File: config.mk
export PLATFORM = sky130hd
export DESIGN_NAME = instruction_store
export DESIGN_NICKNAME = d
export VERILOG_FILES = /design/src/rtl/instruction_store.sv
export SDC_FILE = /design/constraint.sdc
export NUM_CORES = 2
export LEC_CHECK = 0
export CAP_MARGIN = 20
export CORE_ASPECT_RATIO = 1.2
export CORE_MARGIN = 10
export CORE_UTILIZATION = 30
export DETAILED_ROUTE_END_ITERATION = 10
export PLACE_DENSITY = 0.52
export SLEW_MARGIN = 40
export SYNTH_ARGS = -nofsm -noshare
export SYNTH_HDL_FRONTEND = slang
export SYNTH_SLANG_ARGS = --single-unit
export TNS_END_PERCENT = 5
File: constraint.sdc
create_clock -name clk -period 7.4 [get_ports clk]
set_input_delay 1.11 -clock clk [delete_from_list [all_inputs] [get_ports clk]]
set_output_delay 1.11 -clock clk [all_outputs]
set_load 0.005 [all_outputs]
File: src/rtl/instruction_store.sv
// Instruction RAM: zeroes itself after reset, then serves 1-cycle fetches or accepts a streamed load.
// Fetches are only accepted in IDLE; busy (CLEAR or LOAD) drops requests with no queueing.
module instruction_store #(
  parameter int WORD  = 8,
  parameter int DEPTH = 256
) (
  input  logic            clk,
  input  logic            rst,
  input  logic            fetch_req,
  input  logic [WORD-1:0] fetch_addr,
  output logic [WORD-1:0] fetch_data,
  output logic            fetch_valid,
  output logic            busy,
  input  logic            load_start,
  input  logic [WORD-1:0] load_base,
  input  logic            load_valid,
  input  logic [WORD-1:0] load_data,
  input  logic            load_last,
  output logic            load_done
);

  localparam int            AW       = (DEPTH > 1) ? $clog2(DEPTH) : 1;
  localparam logic [WORD:0] DEPTH_W  = (WORD+1)'(DEPTH);
  localparam logic [AW-1:0] LAST_PTR = AW'(DEPTH - 1);

  typedef enum logic [1:0] {CLEAR, IDLE, LOAD} state_t;

  state_t          state;
  logic [AW-1:0]   clr_ptr;
  logic [AW-1:0]   wr_ptr;
  logic [WORD-1:0] mem [DEPTH];

  logic            mem_we;
  logic [AW-1:0]   mem_wa;
  logic [WORD-1:0] mem_wd;
  logic            fetch_ok;
  logic            fetch_in_range;
  logic [AW-1:0]   base_ptr;
  logic [AW-1:0]   wr_ptr_next;

  always_comb begin
    fetch_ok       = (state == IDLE) && fetch_req;
    // Widened compare so DEPTH == 2**WORD never overflows and high addresses never alias.
    fetch_in_range = ({1'b0, fetch_addr} < DEPTH_W);
    base_ptr       = AW'({1'b0, load_base} % DEPTH_W);
    wr_ptr_next    = (wr_ptr == LAST_PTR) ? '0 : wr_ptr + 1'b1;
    mem_we         = !rst && ((state == CLEAR) || ((state == LOAD) && load_valid));
    mem_wa         = (state == CLEAR) ? clr_ptr : wr_ptr;
    mem_wd         = (state == CLEAR) ? '0 : load_data;
  end

  always_ff @(posedge clk) begin
    if (mem_we) begin
      mem[mem_wa] <= mem_wd;
    end
  end

  always_ff @(posedge clk) begin
    if (rst) begin
      state       <= CLEAR;
      clr_ptr     <= '0;
      wr_ptr      <= '0;
      fetch_valid <= 1'b0;
      fetch_data  <= '0;
      load_done   <= 1'b0;
      busy        <= 1'b1;
    end else begin
      fetch_valid <= fetch_ok;
      load_done   <= 1'b0;
      if (fetch_ok) begin
        fetch_data <= fetch_in_range ? mem[fetch_addr[AW-1:0]] : '0;
      end
      case (state)
        CLEAR: begin
          if (clr_ptr == LAST_PTR) begin
            clr_ptr <= '0;
            state   <= IDLE;
            busy    <= 1'b0;
          end else begin
            clr_ptr <= clr_ptr + 1'b1;
          end
        end
        IDLE: begin
          if (load_start) begin
            wr_ptr <= base_ptr;
            state  <= LOAD;
            busy   <= 1'b1;
          end
        end
        LOAD: begin
          if (load_valid) begin
            wr_ptr <= wr_ptr_next;
            if (load_last) begin
              state     <= IDLE;
              busy      <= 1'b0;
              load_done <= 1'b1;
            end
          end
        end
        default: begin
          state <= CLEAR;
          busy  <= 1'b1;
        end
      endcase
    end
  end

endmodule

=== After elaboration in Yosys (flattened, before gate mapping) ===
Memories as Yosys holds them, arrays and structs flattened. A register that Yosys moved wholly into a read port is not among the register bits.
Index checks and enable logic that the tools add are counted.

* Flip-flop bits (word level): 21
* Bits in writable memories: 2048
* Memories kept: 1

* $add $sub $neg: 2
* Equality and inequality tests: 8
* Multiplexer cells: 20
* Bitwise operators: 2
* Reduce and logical (&&, ||, !) cells: 10

{| class="wikitable"
|+ Memory list
! name !! words !! width !! rd ports !! clocked after Yosys merged registers in !! wr ports !! RTL line !! text
|-
| mem || 256 || 8 || 1 || 1 || 1 || 31 || <nowiki>logic [WORD-1:0] mem [DEPTH];</nowiki>
|}

{| class="wikitable"
|+ Operators with widths
! operator !! number
|-
| 8-bit two-way mux || 6
|-
| 8-bit by 1-bit adder with 8-bit output, second input constant || 2
|-
| 8-bit == test, second input constant || 2
|-
| 8-bit one-hot mux with 2 select lines || 1
|-
| 2-bit two-way mux || 4
|-
| 1-bit two-way mux || 7
|-
| 2-bit != test, second input constant || 3
|-
| 2-bit one-hot mux with 3 select lines || 1
|-
| 4-bit AND reduction || 1
|-
| 1-bit logical AND || 3
|-
| 1-bit one-hot mux with 3 select lines || 1
|-
| 3-bit AND reduction || 1
|-
| 3-bit OR reduction || 1
|-
| 2-bit by 1-bit == test with 1-bit output, second input constant || 1
|-
| 2-bit == test, second input constant || 1
|-
| 2-bit logical NOT || 1
|-
| 2-bit by 1-bit != test with 1-bit output, second input constant || 1
|-
| 1-bit NOT || 2
|-
| 2-bit nonzero test || 1
|-
| 1-bit logical NOT || 1
|-
| 1-bit logical OR || 1
|}

=== Longest topological paths before layout ===
* Depth after elaboration: 6
* Depth in mapped cells: 14

=== Worst setup path after synthesis ===
OpenSTA, ideal clock, no wires.

* Kind: register -> register
* From: register state[0]
* To: memory mem[0][0] (data pin)
* Library setup time: 869 ps
* Data arrival time: 4749 ps
* Path slack: 1782 ps
* Cell stages (with the launch flop): 7
* Clock period less this slack: 5618 ps
* Cell sequence: dfxtp_1 > clkbuf_1 > or2_2 > clkbuf_1 > clkbuf_1 > clkbuf_1 > and2_1

* Word-level cells in the longest chain between the ends: 2

{| class="wikitable"
|+ Ends and longest elaborated chain
! what !! RTL line !! text
|-
| start: declaration || 28 || <nowiki>state_t state;</nowiki>
|-
| start signal: assignment || 60 || <nowiki>state <= CLEAR;</nowiki>
|-
| start signal: assignment || 77 || <nowiki>state <= IDLE;</nowiki>
|-
| start signal: assignment || 86 || <nowiki>state <= LOAD;</nowiki>
|-
| 2-bit logical NOT || 49 || <nowiki>mem_wd = (state == CLEAR) ? '0 : load_data;</nowiki>
|-
| 8-bit two-way mux || 49 ||
|-
| net mem_wd[0] || 35 || <nowiki>logic [WORD-1:0] mem_wd;</nowiki>
|-
| end: declaration || 31 ||
|}

The timed path passes the listed nets, and every way through them passes these cells.

==> results.yml <==
pwr:
  p_sw_share_pct: 20.9
  power_density_nw_per_um2: 256
  p_total_mw: 23.7
  p_leak_nw: 30.3
  p_clk_share_pct: 42.4
  p_int_mw: 18.7
  combPwrFrac_pct: 3.8
  vdd_drop_max_v: 0.000219
  seqPwrFrac_pct: 53.7
  p_sw_mw: 4.95
setup_path:
  slowest_stage: "buf_4"
  critPathRequiredTime_ps: 8170
  critPathLaunchType: "input port"
  crit_path_end_kind: "register"
  critPathMostFrequentCell: "buf_4"
  slowest_delay_ps: 620
  crit_family: "compound AO/OA/AOI/OAI gates"
  path_max_fanout: 33
  crit_type: "input port to register"
  crit_chain: "buf_4 > nand2_2 > buf_4 > o221ai_1 > o22ai_1 > nand2_1 > o41ai_1 > a311oi_2 > a221o_1"
  path_buf_inv: 2
  cp.arrival_ps: 4980
timing:
  post-route-worst-setup-slack_ps: 3190
  period_share_pct: 56.8
  max_freq_mhz: 238
  period_minus_slack_ps: 4210
  relSlewSlack_pct: 36.0
  rsz0062_at_grt: "no"
  hold_viol: 0
  skew_ps: 32.8
  tns_ps: 0
  hold_slack_ps: 489
  drv_slew: 0
  worstMarginPinSlew_ps: 953
  setup_violations: 0
global_routing:
  grt-ovfl-total: 0
  grt_pass1_wl_um: 318000
  grt_util_all_layers_pct: 14.9
  grt_max_degree: 169
  antenna_found_initial: 7
  grt_pass1_vias: 41400
route:
  drt-wirelength-per-cell_um: 28.2
  drtAntennaViolNets: 0
  vias: 40600
  drc: 0
  via_per_inst: 5.12
  drt-initial-drc-count: 3983
  dr.pass1.iters: 6
  routed_wl_um: 224000
floorplan:
  ioPinCount: 41
  num_rows: 209
  die_w_um: 495
  die_area_um2: 292000
  die_height_um: 590
  start_util_pct: 30.1
  core-area_um2: 270000
synthesis:
  synthArstFlopShare_pct: 0
  synth_nets: 4103
  ys_seq_area_share_pct: 76.4
  ys_warn_count: 0
  yosys.cell_types.count: 64
  syn_inst: 4071
  synth_edf_count: 2048
  syn_area_um2: 81200
  synthFlopType: "edfxtp_1"
  ys_ff_latch: 2077
  syn_area_per_cell_um2: 20.0
placement:
  dp_slack_ps: 2380
  hpwlAfterDp_um: 140000
  portBuffers: 40
  dp_cells: 7552
  placed_cell_area_um2: 86000
  globalplace.congestion: 0.840
layout:
  final_common_cell: "edfxtp_1"
  multi_input_area_um2: 18200
  stdcell_count: 7923
  final_cell_mix: "edfxtp_1, mux4_2, mux2i_1, nor2_1, clkbuf_16"
  nFillCells: 25200
  postLayoutCoreUtil_pct: 34.3
  drive_gt1_share_pct: 22.5
  nets: 4205
  area_growth_pct: 14.1
  finalInstanceArea_um2: 92700
  seqCellArea_um2: 62100
clock_network:
  cts-hold-fix-buffers: 0
  cts_htree_levels: 4
  clockRootBuffer: "clkbuf_16"
  cts.clk_slew.worst_paths_ps: 60
  clk_latency_ps: 830
  cts-resized-gates: 0
  postCtsSetupBuffers: 0
  clock_sinks: 2077
  cts_tree: "built"
  clockBufferDepth: 3
  cts_made_buffers: 201
job:
  drv_cap: 0
min_path:
  worstHoldPathType: "register to register"
run_status:
  status: "completed"
[flip-flops by register name, indices dropped and copies added, names as in the netlist]
signal	cells
busy	1
mem	2048
fetch_valid	1
load_done	1
state	2
clr_ptr	8
wr_ptr	8
fetch_data	8
[tightest hold or removal path, delay by kind of cell, from the launching register on]
| kind | cells | cell delay, ps |
|---|---|---|
| flops | 1 | 330 |
| simple gates | 2 | 120 |
[cell type report]
type	instances	area share, %
tap	3587	4.84
multi-input combinational	1739	19.6
antenna	3	0.00810
inverter	7	0.0310
timing repair buffer	147	1.72
clock inverter	118	1.20
sequential	2077	67.0
clock buffer	245	5.65
[Yosys cell counts (5+ instances only)]
master	count	area share, %
o21ai_0	46	0.28
buf_2	46	0.28
buf_4	21	0.19
nor4_1	9	0.069
o22ai_1	81	0.62
a211oi_1	37	0.34
mux2i_1	256	3.2
nor2_1	321	1.5
nand4_1	11	0.085
nand3b_1	18	0.17
inv_1	7	0.032
or3_1	9	0.069
a22o_1	12	0.13
mux2_2	8	0.11
nand2b_1	9	0.069
and3_1	6	0.046
a311oi_1	6	0.065
edfxtp_1	2048	76
a21oi_1	58	0.36
a221oi_1	5	0.054
a2111oi_0	16	0.17
buf_6	38	0.53
nand2_1	129	0.60
a22oi_1	54	0.50
o211ai_1	9	0.083
o221ai_1	49	0.53
buf_8	5	0.092
a221o_1	5	0.062
mux4_2	409	11
o31ai_1	7	0.065
and2_1	16	0.12
buf_1	11	0.051
nand3_1	50	0.31
a31oi_1	10	0.077
a211o_1	6	0.065
dfxtp_1	29	0.71
nor3_1	37	0.23
nor2b_1	5	0.039
clkbuf_1	122	0.56
[power groups by stage]
| stage | sequential, mW | combinational, mW | clock [mW] |
|---|---|---|---|
| after floorplan | 13.0 | 0.577 | 0 |
| final | 12.7 | 0.909 | 10.1 |
| after detailed placement | 13.0 | 0.916 | 0 |
| after CTS | 12.7 | 0.918 | 10.3 |
| after global routing | 12.7 | 0.943 | 10.7 |
| after global placement | 13.0 | 0.904 | 0 |
[metal layers]
metal	GRT usage, %	share of wire, %
met1	19.1	40
met2	25.5	51
met3	2.22	5.6
met4	5.49	4.0
met5	0	0.015
[final timing paths]
kind                       from             to  slack, ps  depth (start not counted)
setup / recovery  fetch_addr[2]  fetch_data[4]       3190                          9
hold / removal             busy           busy        490                          2
setup reg to reg       state[0]      mem[7][7]       3580                          5
hold reg to reg            busy           busy        490                          2
[cell families (layout without fill, tap and decap cells)]
| family | Yosys count | count (layout) | synth area share, % |
|---|---|---|---|
| xor gates and xnor gates | 3 | 3 | 0.0323 |
| AOI/OAI and AO/OA | 424 | 424 | 3.63 |
| adders and majority gates | 2 | 2 | 0.0308 |
| buffers and inverters | 255 | 517 | 1.85 |
| other | 0 | 3 | 0 |
| and+or+nand+nor | 637 | 637 | 3.44 |
| DFF | 2077 | 2077 | 76.4 |
| muxes | 673 | 673 | 14.6 |
Power figures use the tool's default switching activity.
